--- config.mk ---
export PLATFORM = sky130hd
export DESIGN_NAME = fu_chain_loader
export DESIGN_NICKNAME = d
export VERILOG_FILES = /design/src/rtl/fu_chain_loader.sv
export SDC_FILE = /design/constraint.sdc
export NUM_CORES = 1
export LEC_CHECK = 0
export BUFFER_PORTS_ARGS = -buffer_cell sky130_fd_sc_hd__buf_2
export CAP_MARGIN = 5
export CELL_PAD_IN_SITES_DETAIL_PLACEMENT = 0
export CELL_PAD_IN_SITES_GLOBAL_PLACEMENT = 2
export CORE_MARGIN = 5
export CORE_UTILIZATION = 34
export DETAILED_ROUTE_END_ITERATION = 7
export PLACE_DENSITY_LB_ADDON = 0.1
export SYNTH_ARGS = -nofsm -noshare
export SYNTH_HDL_FRONTEND = slang
export SYNTH_SLANG_ARGS = --single-unit
--- constraint.sdc ---
create_clock -name clk_i -period 3 [get_ports clk_i]
set_input_delay 0.15 -clock clk_i [delete_from_list [all_inputs] [get_ports clk_i]]
set_output_delay 0.15 -clock clk_i [all_outputs]
set_load 0.02 [all_outputs]
--- src/rtl/fu_chain_loader.sv ---
// Streams configuration words MSB-first into a functional-unit program chain,
// pulling exactly enough words to fill CHAIN_LEN bits per load.
module fu_chain_loader #(
    parameter  int unsigned CHAIN_LEN = 16,
    parameter  int unsigned WORD_W    = 8,
    localparam int unsigned BL_W      = $clog2(CHAIN_LEN + 1)
) (
    input  logic              clk_i,
    input  logic              rst_i,
    input  logic              start_i,
    input  logic              abort_i,
    input  logic              cfg_valid_i,
    input  logic [WORD_W-1:0] cfg_data_i,
    output logic              cfg_ready_o,
    output logic              program_en_o,
    output logic              program_data_o,
    output logic              busy_o,
    output logic              done_o,
    output logic [BL_W-1:0]   bits_left_o
);

    localparam int unsigned NWORDS = (CHAIN_LEN + WORD_W - 1) / WORD_W;
    localparam int unsigned WL_W   = $clog2(NWORDS + 1);
    localparam int unsigned WB_W   = $clog2(WORD_W);

    typedef enum logic [1:0] {
        S_IDLE,
        S_LOAD,
        S_SHIFT
    } state_t;

    state_t            state_q, state_d;
    logic [WORD_W-1:0] word_q, word_d;
    logic [WB_W-1:0]   wbits_q, wbits_d;
    logic [WL_W-1:0]   wl_q, wl_d;
    logic              ready_q, ready_d;
    logic              en_q, en_d;
    logic              data_q, data_d;
    logic              busy_q, busy_d;
    logic              done_q, done_d;
    logic [BL_W-1:0]   bl_q, bl_d;

    logic              accept_c;
    logic              take_c;
    logic [BL_W-1:0]   rem_c;
    logic [WB_W-1:0]   wbits_new_c;

    assign accept_c = cfg_valid_i && ready_q;

    // Bits still owed after the current cycle decide how much of a new word is used.
    always_comb begin
        rem_c = (state_q == S_SHIFT) ? bl_q - BL_W'(1) : bl_q;
        if (32'(rem_c) >= WORD_W) begin
            wbits_new_c = WB_W'(WORD_W - 1);
        end else begin
            wbits_new_c = WB_W'(32'(rem_c) - 32'd1);
        end
    end

    always_comb begin
        state_d = state_q;
        word_d  = word_q;
        wbits_d = wbits_q;
        wl_d    = wl_q;
        ready_d = 1'b0;
        en_d    = 1'b0;
        data_d  = 1'b0;
        busy_d  = busy_q;
        done_d  = 1'b0;
        bl_d    = bl_q;
        take_c  = 1'b0;

        case (state_q)
            S_IDLE: begin
                busy_d = 1'b0;
                bl_d   = '0;
                if (start_i && !abort_i) begin
                    state_d = S_LOAD;
                    ready_d = 1'b1;
                    busy_d  = 1'b1;
                    bl_d    = BL_W'(CHAIN_LEN);
                    wl_d    = WL_W'(NWORDS);
                end
            end
            S_LOAD: begin
                take_c  = accept_c;
                ready_d = !accept_c;
            end
            S_SHIFT: begin
                bl_d = bl_q - BL_W'(1);
                if (wbits_q != '0) begin
                    en_d    = 1'b1;
                    data_d  = word_q[WORD_W-1];
                    word_d  = {word_q[WORD_W-2:0], 1'b0};
                    wbits_d = wbits_q - WB_W'(1);
                    ready_d = (wbits_q == WB_W'(1)) && (wl_q != '0);
                end else if (bl_q == BL_W'(1)) begin
                    state_d = S_IDLE;
                    done_d  = 1'b1;
                    busy_d  = 1'b0;
                end else if (accept_c) begin
                    take_c = 1'b1;
                end else begin
                    state_d = S_LOAD;
                    ready_d = 1'b1;
                end
            end
            default: state_d = S_IDLE;
        endcase

        // Accepted word: its MSB goes out next cycle, the rest waits in word_q.
        if (take_c) begin
            state_d = S_SHIFT;
            en_d    = 1'b1;
            data_d  = cfg_data_i[WORD_W-1];
            word_d  = {cfg_data_i[WORD_W-2:0], 1'b0};
            wbits_d = wbits_new_c;
            wl_d    = wl_q - WL_W'(1);
            ready_d = (wbits_new_c == '0) && (wl_q != WL_W'(1));
        end

        if (abort_i && (state_q != S_IDLE)) begin
            state_d = S_IDLE;
            ready_d = 1'b0;
            en_d    = 1'b0;
            data_d  = 1'b0;
            busy_d  = 1'b0;
            done_d  = 1'b0;
            bl_d    = '0;
        end
    end

    always_ff @(posedge clk_i) begin
        if (rst_i) begin
            state_q <= S_IDLE;
            ready_q <= 1'b0;
            en_q    <= 1'b0;
            data_q  <= 1'b0;
            busy_q  <= 1'b0;
            done_q  <= 1'b0;
            bl_q    <= '0;
        end else begin
            state_q <= state_d;
            ready_q <= ready_d;
            en_q    <= en_d;
            data_q  <= data_d;
            busy_q  <= busy_d;
            done_q  <= done_d;
            bl_q    <= bl_d;
        end
    end

    // Datapath registers are always written before being observed.
    always_ff @(posedge clk_i) begin
        word_q  <= word_d;
        wbits_q <= wbits_d;
        wl_q    <= wl_d;
    end

    assign cfg_ready_o    = ready_q;
    assign program_en_o   = en_q;
    assign program_data_o = data_q;
    assign busy_o         = busy_q;
    assign done_o         = done_q;
    assign bits_left_o    = bl_q;

endmodule

# Word-level counts from Yosys, hierarchy flattened
# Cells that the tools add are included.
classes:
  n_eq_ne: 13
  n_reduce_logical: 25
  bitwise: 2
  mux: 39
  addsub: 4
  order_cmp: 1
op_table:
  columns: ["op", "count"]
  rows:
  - ["8-bit two-way mux", 3]
  - ["1-bit two-way mux", 17]
  - ["2-bit two-way mux", 8]
  - ["2-bit nonzero test", 7]
  - ["3-bit two-way mux", 4]
  - ["5-bit two-way mux", 2]
  - ["5-bit case mux with 2 select lines", 1]
  - ["4-bit AND reduction", 2]
  - ["2-bit inequality test (second input constant)", 3]
  - ["3-bit inequality test (second input constant)", 2]
  - ["2-bit case mux with 3 select lines", 1]
  - ["3-bit by 1-bit subtractor with 3-bit output (second input constant)", 2]
  - ["5-bit by 1-bit equality test with 1-bit output (second input constant)", 1]
  - ["5-bit by 4-bit greater-or-equal comparator with 1-bit output (second input constant)", 1]
  - ["1-bit logical AND", 5]
  - ["5-bit by 1-bit subtractor with 5-bit output (second input constant)", 1]
  - ["2-bit by 1-bit inequality test with 1-bit output (second input constant)", 2]
  - ["4-bit by 3-bit inequality test with 1-bit output (second input constant)", 1]
  - ["1-bit case mux with 2 select lines", 2]
  - ["2-bit AND reduction", 2]
  - ["4-bit OR reduction", 1]
  - ["3-bit by 1-bit equality test with 1-bit output (second input constant)", 1]
  - ["3-bit logical NOT", 1]
  - ["3-bit by 2-bit inequality test with 1-bit output (second input constant)", 1]
  - ["11 further kinds", 13]
totals:
  regBits: 24
  inputBits: 13
  output_inout_bits: 10
  elab_cells: 95

# Longest topological paths before layout
logic_depth:
  depth_word: 7
  mapped_depth: 10
  depth_no_buf: 9

# Worst setup path before layout
# No wires, ideal clock.
synth_path:
  path_type: "register to register"
  startpoint: "register bl_q[0], in the netlist bits_left_o[0]"
  endpoint: "register wbits_q[0] (enable)"
  required_time_ps: 2676
  slack_ps: 616
  arrival_ps: 2060
  setup_time_ps: 324
  path_stages_with_launch: 7
  period_less_slack_ps: 2384
  path_buffers: 1
  cell_sequence: "dfxtp_1 > ha_1 > or4b_4 > a31o_1 > nand4_1 > clkbuf_1 > nand2_1"
synth_between:
  elab_chain_len: 6
  word_cells_on_any_way: 7
  classes_between: "1 x eq/ne; 3 x mux; 3 x reduce/logical"
synth_rtl:
  columns: ["element", "line", "rtl"]
  rows:
  - ["from (decl)", "41", "logic [BL_W-1:0] bl_q, bl_d;"]
  - ["from (signal assigned)", "149", "bl_q <= bl_d;"]
  - ["5-bit by 1-bit equality test with 1-bit output *", "97", "end else if (bl_q == BL_W'(1)) begin"]
  - ["1-bit two-way mux *", "97", null]
  - ["1-bit two-way mux *", "91", "if (wbits_q != '0) begin"]
  - ["1-bit case mux with 2 select lines *", "73", "case (state_q)"]
  - ["2-bit nonzero test (no line)", null, null]
  - ["2-bit AND reduction (no line) *", null, null]
  - ["to (signal assigned)", "156", "wbits_q <= wbits_d;"]
  - ["to (decl)", "34", "logic [WB_W-1:0] wbits_q, wbits_d;"]
# Mark *: on every way between the ends. The rest lies on a longest branch, timed or not.
# A chain may end at the register's enable or synchronous reset.

# Worst setup path after layout
layout_path:
  startpoint: "register state_q[0]"
  endpoint: "register ready_q, in the netlist cfg_ready_o"
layout_between:
  elab_chain_len: 7
  word_cells_on_any_way: 15
  classes_between: "1 x add/sub; 1 x order compare; 2 x eq/ne; 5 x mux; 6 x reduce/logical"
layout_rtl:
  columns: ["element", "line", "rtl"]
  rows:
  - ["from (decl)", "32", "state_t state_q, state_d;"]
  - ["from (signal assigned)", "143", "state_q <= state_d;"]
  - ["2-bit equality test", "52, 73", null]
  - ["5-bit two-way mux", "52", "rem_c = (state_q == S_SHIFT) ? bl_q - BL_W'(1) : bl_q;"]
  - ["5-bit by 4-bit greater-or-equal comparator with 1-bit output / 3-bit by 1-bit subtractor with 3-bit output (equally long branches)", "53, 56", null]
  - ["3-bit two-way mux", "53", "if (32'(rem_c) >= WORD_W) begin"]
  - ["3-bit logical NOT", "119", "ready_d = (wbits_new_c == '0) && (wl_q != WL_W'(1));"]
  - ["1-bit logical AND", "119", null]
  - ["1-bit two-way mux", "112", "if (take_c) begin"]
  - ["to (signal assigned)", "144", "ready_q <= ready_d;"]
  - ["to (decl)", "36", "logic ready_q, ready_d;"]
# Several ways; a longest one is shown, not always the timed one.

==> results_dict.tcl <==
set metrics [dict create \
    post-route-util_pct 40.1 \
    path_clk_slew_ns 0.09 \
    synthToLayoutAreaGrowth_pct 15.1 \
    pwr-share-comb_pct 14.9 \
    avgSynthCellArea_sq_um 9.17 \
    cpMaxStageDelayCell "ha_1" \
    finalCritPeriodShare_pct 78.8 \
    slew_violations 0 \
    clk_path_buf_depth 2 \
    antenna_found_initial 0 \
    synthTopCellsByCount "nand2_1 (30), inv_1 (15), ha_1 (14)" \
    grt_pass1_vias 1057 \
    end_kind "flop" \
    wl_per_cell_um 13.8 \
    start_util_pct 34.8 \
    synth_ff_type "edfxtp_1" \
    worst-path-max-fanout 20 \
    cp_num_buf_inv 1 \
    drtIter0Drc 50 \
    syn_inst 152 \
    cts-htree-levels 1 \
    p_int_uw 577 \
    grt_pass1_wl_mm 5.04 \
    power.switching_uw 194 \
    rows 23 \
    ant_nets 0 \
    gp_congestion 0.765 \
    dieArea_sq_um 5480 \
    diodes 0 \
    seqPwrFrac_pct 47.4 \
    area.sequential_sq_um 601 \
    dr.pass1.iters 4 \
    crit_path_start_kind "flop" \
    slew_headroom_pct 56.8 \
    synth_area_sq_um 1390 \
    instances_no_fill 222 \
    max_slew.worst_pin.slew_ns 0.648 \
    final_area_sq_um 1600 \
    yosys-top-cells-area "edfxtp_1 (26%), dfxtp_1 (17%), ha_1 (13%), nand2_1 (8.1%), a21oi_1 (4.3%)" \
    grt_use_met3_pct 2.43 \
    grtUsageMet2_pct 18.5 \
    cellPowerDensity_nw_per_um2 480 \
    ys_seq_area_share_pct 43.1 \
    root_buffer "clkbuf_8" \
    vdd_drop_max_uv 188 \
    die_h_um 74.0 \
    hold_path.class "in -> reg" \
    io_pins 23 \
    gr-max-usage-layer "met2" \
    sw_frac_of_total_pct 25.1 \
    grt_use_met1_pct 16.3 \
    fillCellCount 423 \
    finalSetupViolCount 0 \
    route.vias.total 1087 \
    final_nets 200 \
    rsz0062_at_grt "false" \
    dpl-instance-area_sq_um 1530 \
    arrival_ns 2.59 \
    cts_resized 0 \
    grt_max_degree 21 \
    yosysMostFrequentCell "nand2_1" \
    cts_buffers 3 \
    critPathTopFamily "adder cells" \
    cpMostUsedCell "ha_1" \
    insertion_delay_ns 0.27 \
    die_x_um 74.0 \
    hold_violations 0 \
    synth_top_cell_by_area "edfxtp_1" \
    via_per_inst 4.90 \
    place_inst 218 \
    min_period_ns 2.36 \
    multi_input_area_sq_um 696 \
    drive_gt1_share_pct 17.4 \
    clkPwrFrac_pct 37.7 \
    synth_edf_count 12 \
    cp.required_ns 3.22 \
    crit_chain "inv_1 -> ha_1 -> ha_1 -> ha_1 -> xor2_1 -> xnor2_1 -> nor4_1 -> a31o_1" \
    core_area_sq_um 4000 \
    power.leakage_nw 0.704 \
    routed_wl_mm 3.05 \
    port_buffers 22 \
    synth_cell_types 38 \
    grtUsageTotal_pct 11.9 \
    cts_tree "done" \
    ys_async_sr_fraction_pct 0 \
    cap_violations 0 \
    yosys_register_bits 24 \
    dpl.hpwl_mm 2.23 \
    finalSetupTns_ns 0 \
    fmaxAchievable_mhz 423 \
    fin_worst_skew_ns 0.00203 \
    drc_errors 0 \
    gr-total-overflow 0 \
    cts.sinks 24 \
    post_cts_buffers 0 \
    synth_top_area_share_pct 25.9 \
    outcome "finished clean" \
    cpPeakStageDelay_ns 0.58 \
    yosysWarnings 0 \
    synth.net_count 179 \
    path_class "reg -> reg" \
    postCtsHoldBufs 0 \
]
[final cells by class]
class                   instances  share of cell area (%)
repair buffers                 23                    7.33
clock buffers                   3                    2.57
flip-flops and latches         24                    37.4
clock inverters                 1                    1.87
well taps                      50                    3.90
multi-input cells             106                    43.4
inverters                      15                    3.51
[through the flow]
| step | power (mW) | setup slack [ns] | hold WS, ns |
|---|---|---|---|
| after detailed placement | 0.489 | 0.645 | 0.401 |
| after CTS | 0.784 | 0.629 | 0.0992 |
| after floorplan | 0.450 | 0.616 | 0.286 |
| final | 0.770 | 0.637 | 0.108 |
| after global placement | 0.488 | 0.702 | 0.398 |
| after global routing | 0.812 | 0.442 | 0.105 |
[state kept, by name, summed over array words and instances (netlist names)]
name and count:
bits_left_o 5, busy_o 1, cfg_ready_o 1, done_o 1
program_data_o 1, program_en_o 1, state_q 2, wbits_q 3
wl_q 2, word_q 7
[worst min-delay path, cell delays in order]
cell and delay [ns]:
buf_2 0.09, nand2_1 0.04, a21oi_1 0.05
[cell usage in the layout, fill, tap and decap left out, types with 2 or more instances in the layout]
master and count:
a211oi_1 2, a21oi_1 12, a31o_1 2, buf_2 22, clkbuf_8 3, dfxtp_1 12
edfxtp_1 12, ha_1 14, inv_1 15, nand2_1 30, nand2b_1 2, nand4_1 3
nor2_1 6, nor2b_1 3, nor3_1 4, nor3b_1 2, nor4_1 2, o21ai_0 4
xnor2_1 2
[logic make-up (layout without fill, tap and decap cells)]
kind of cell	count (synthesis)	count (layout)	share of synthesized area, %
muxes	2	2	1.53
xor gates and xnor gates	3	3	1.89
DFF	24	24	43.1
AOI/OAI and AO/OA	28	28	12.7
adders and majority gates	14	14	12.6
and+or+nand+nor	59	59	21.2
buffers and inverters	22	42	7.00
[routing by layer]
| layer | wire, um | share of wire [%] |
|---|---|---|
| met1 | 1550 | 51 |
| met2 | 1340 | 44 |
| met3 | 117 | 3.8 |
| met4 | 40 | 1.3 |
| met5 | 0 | 0 |
[power groups by stage]
stage / clock network [mW] / logic, mW / registers (mW)
after global routing: 0.316 / 0.129 / 0.367
after floorplan: 0 / 0.0725 / 0.377
after detailed placement: 0 / 0.116 / 0.373
final: 0.290 / 0.115 / 0.365
after global placement: 0 / 0.116 / 0.372
after CTS: 0.302 / 0.117 / 0.365
[worst paths after layout]
kind            startpoint             end  slack, ns  cells past startpoint
min reg2reg         busy_o          busy_o       0.52                      2
max             state_q[0]     cfg_ready_o       0.64                      8
max reg2reg     state_q[0]     cfg_ready_o       0.64                      8
min          cfg_data_i[7]  program_data_o       0.11                      3
(Power assumes the default switching activity.)
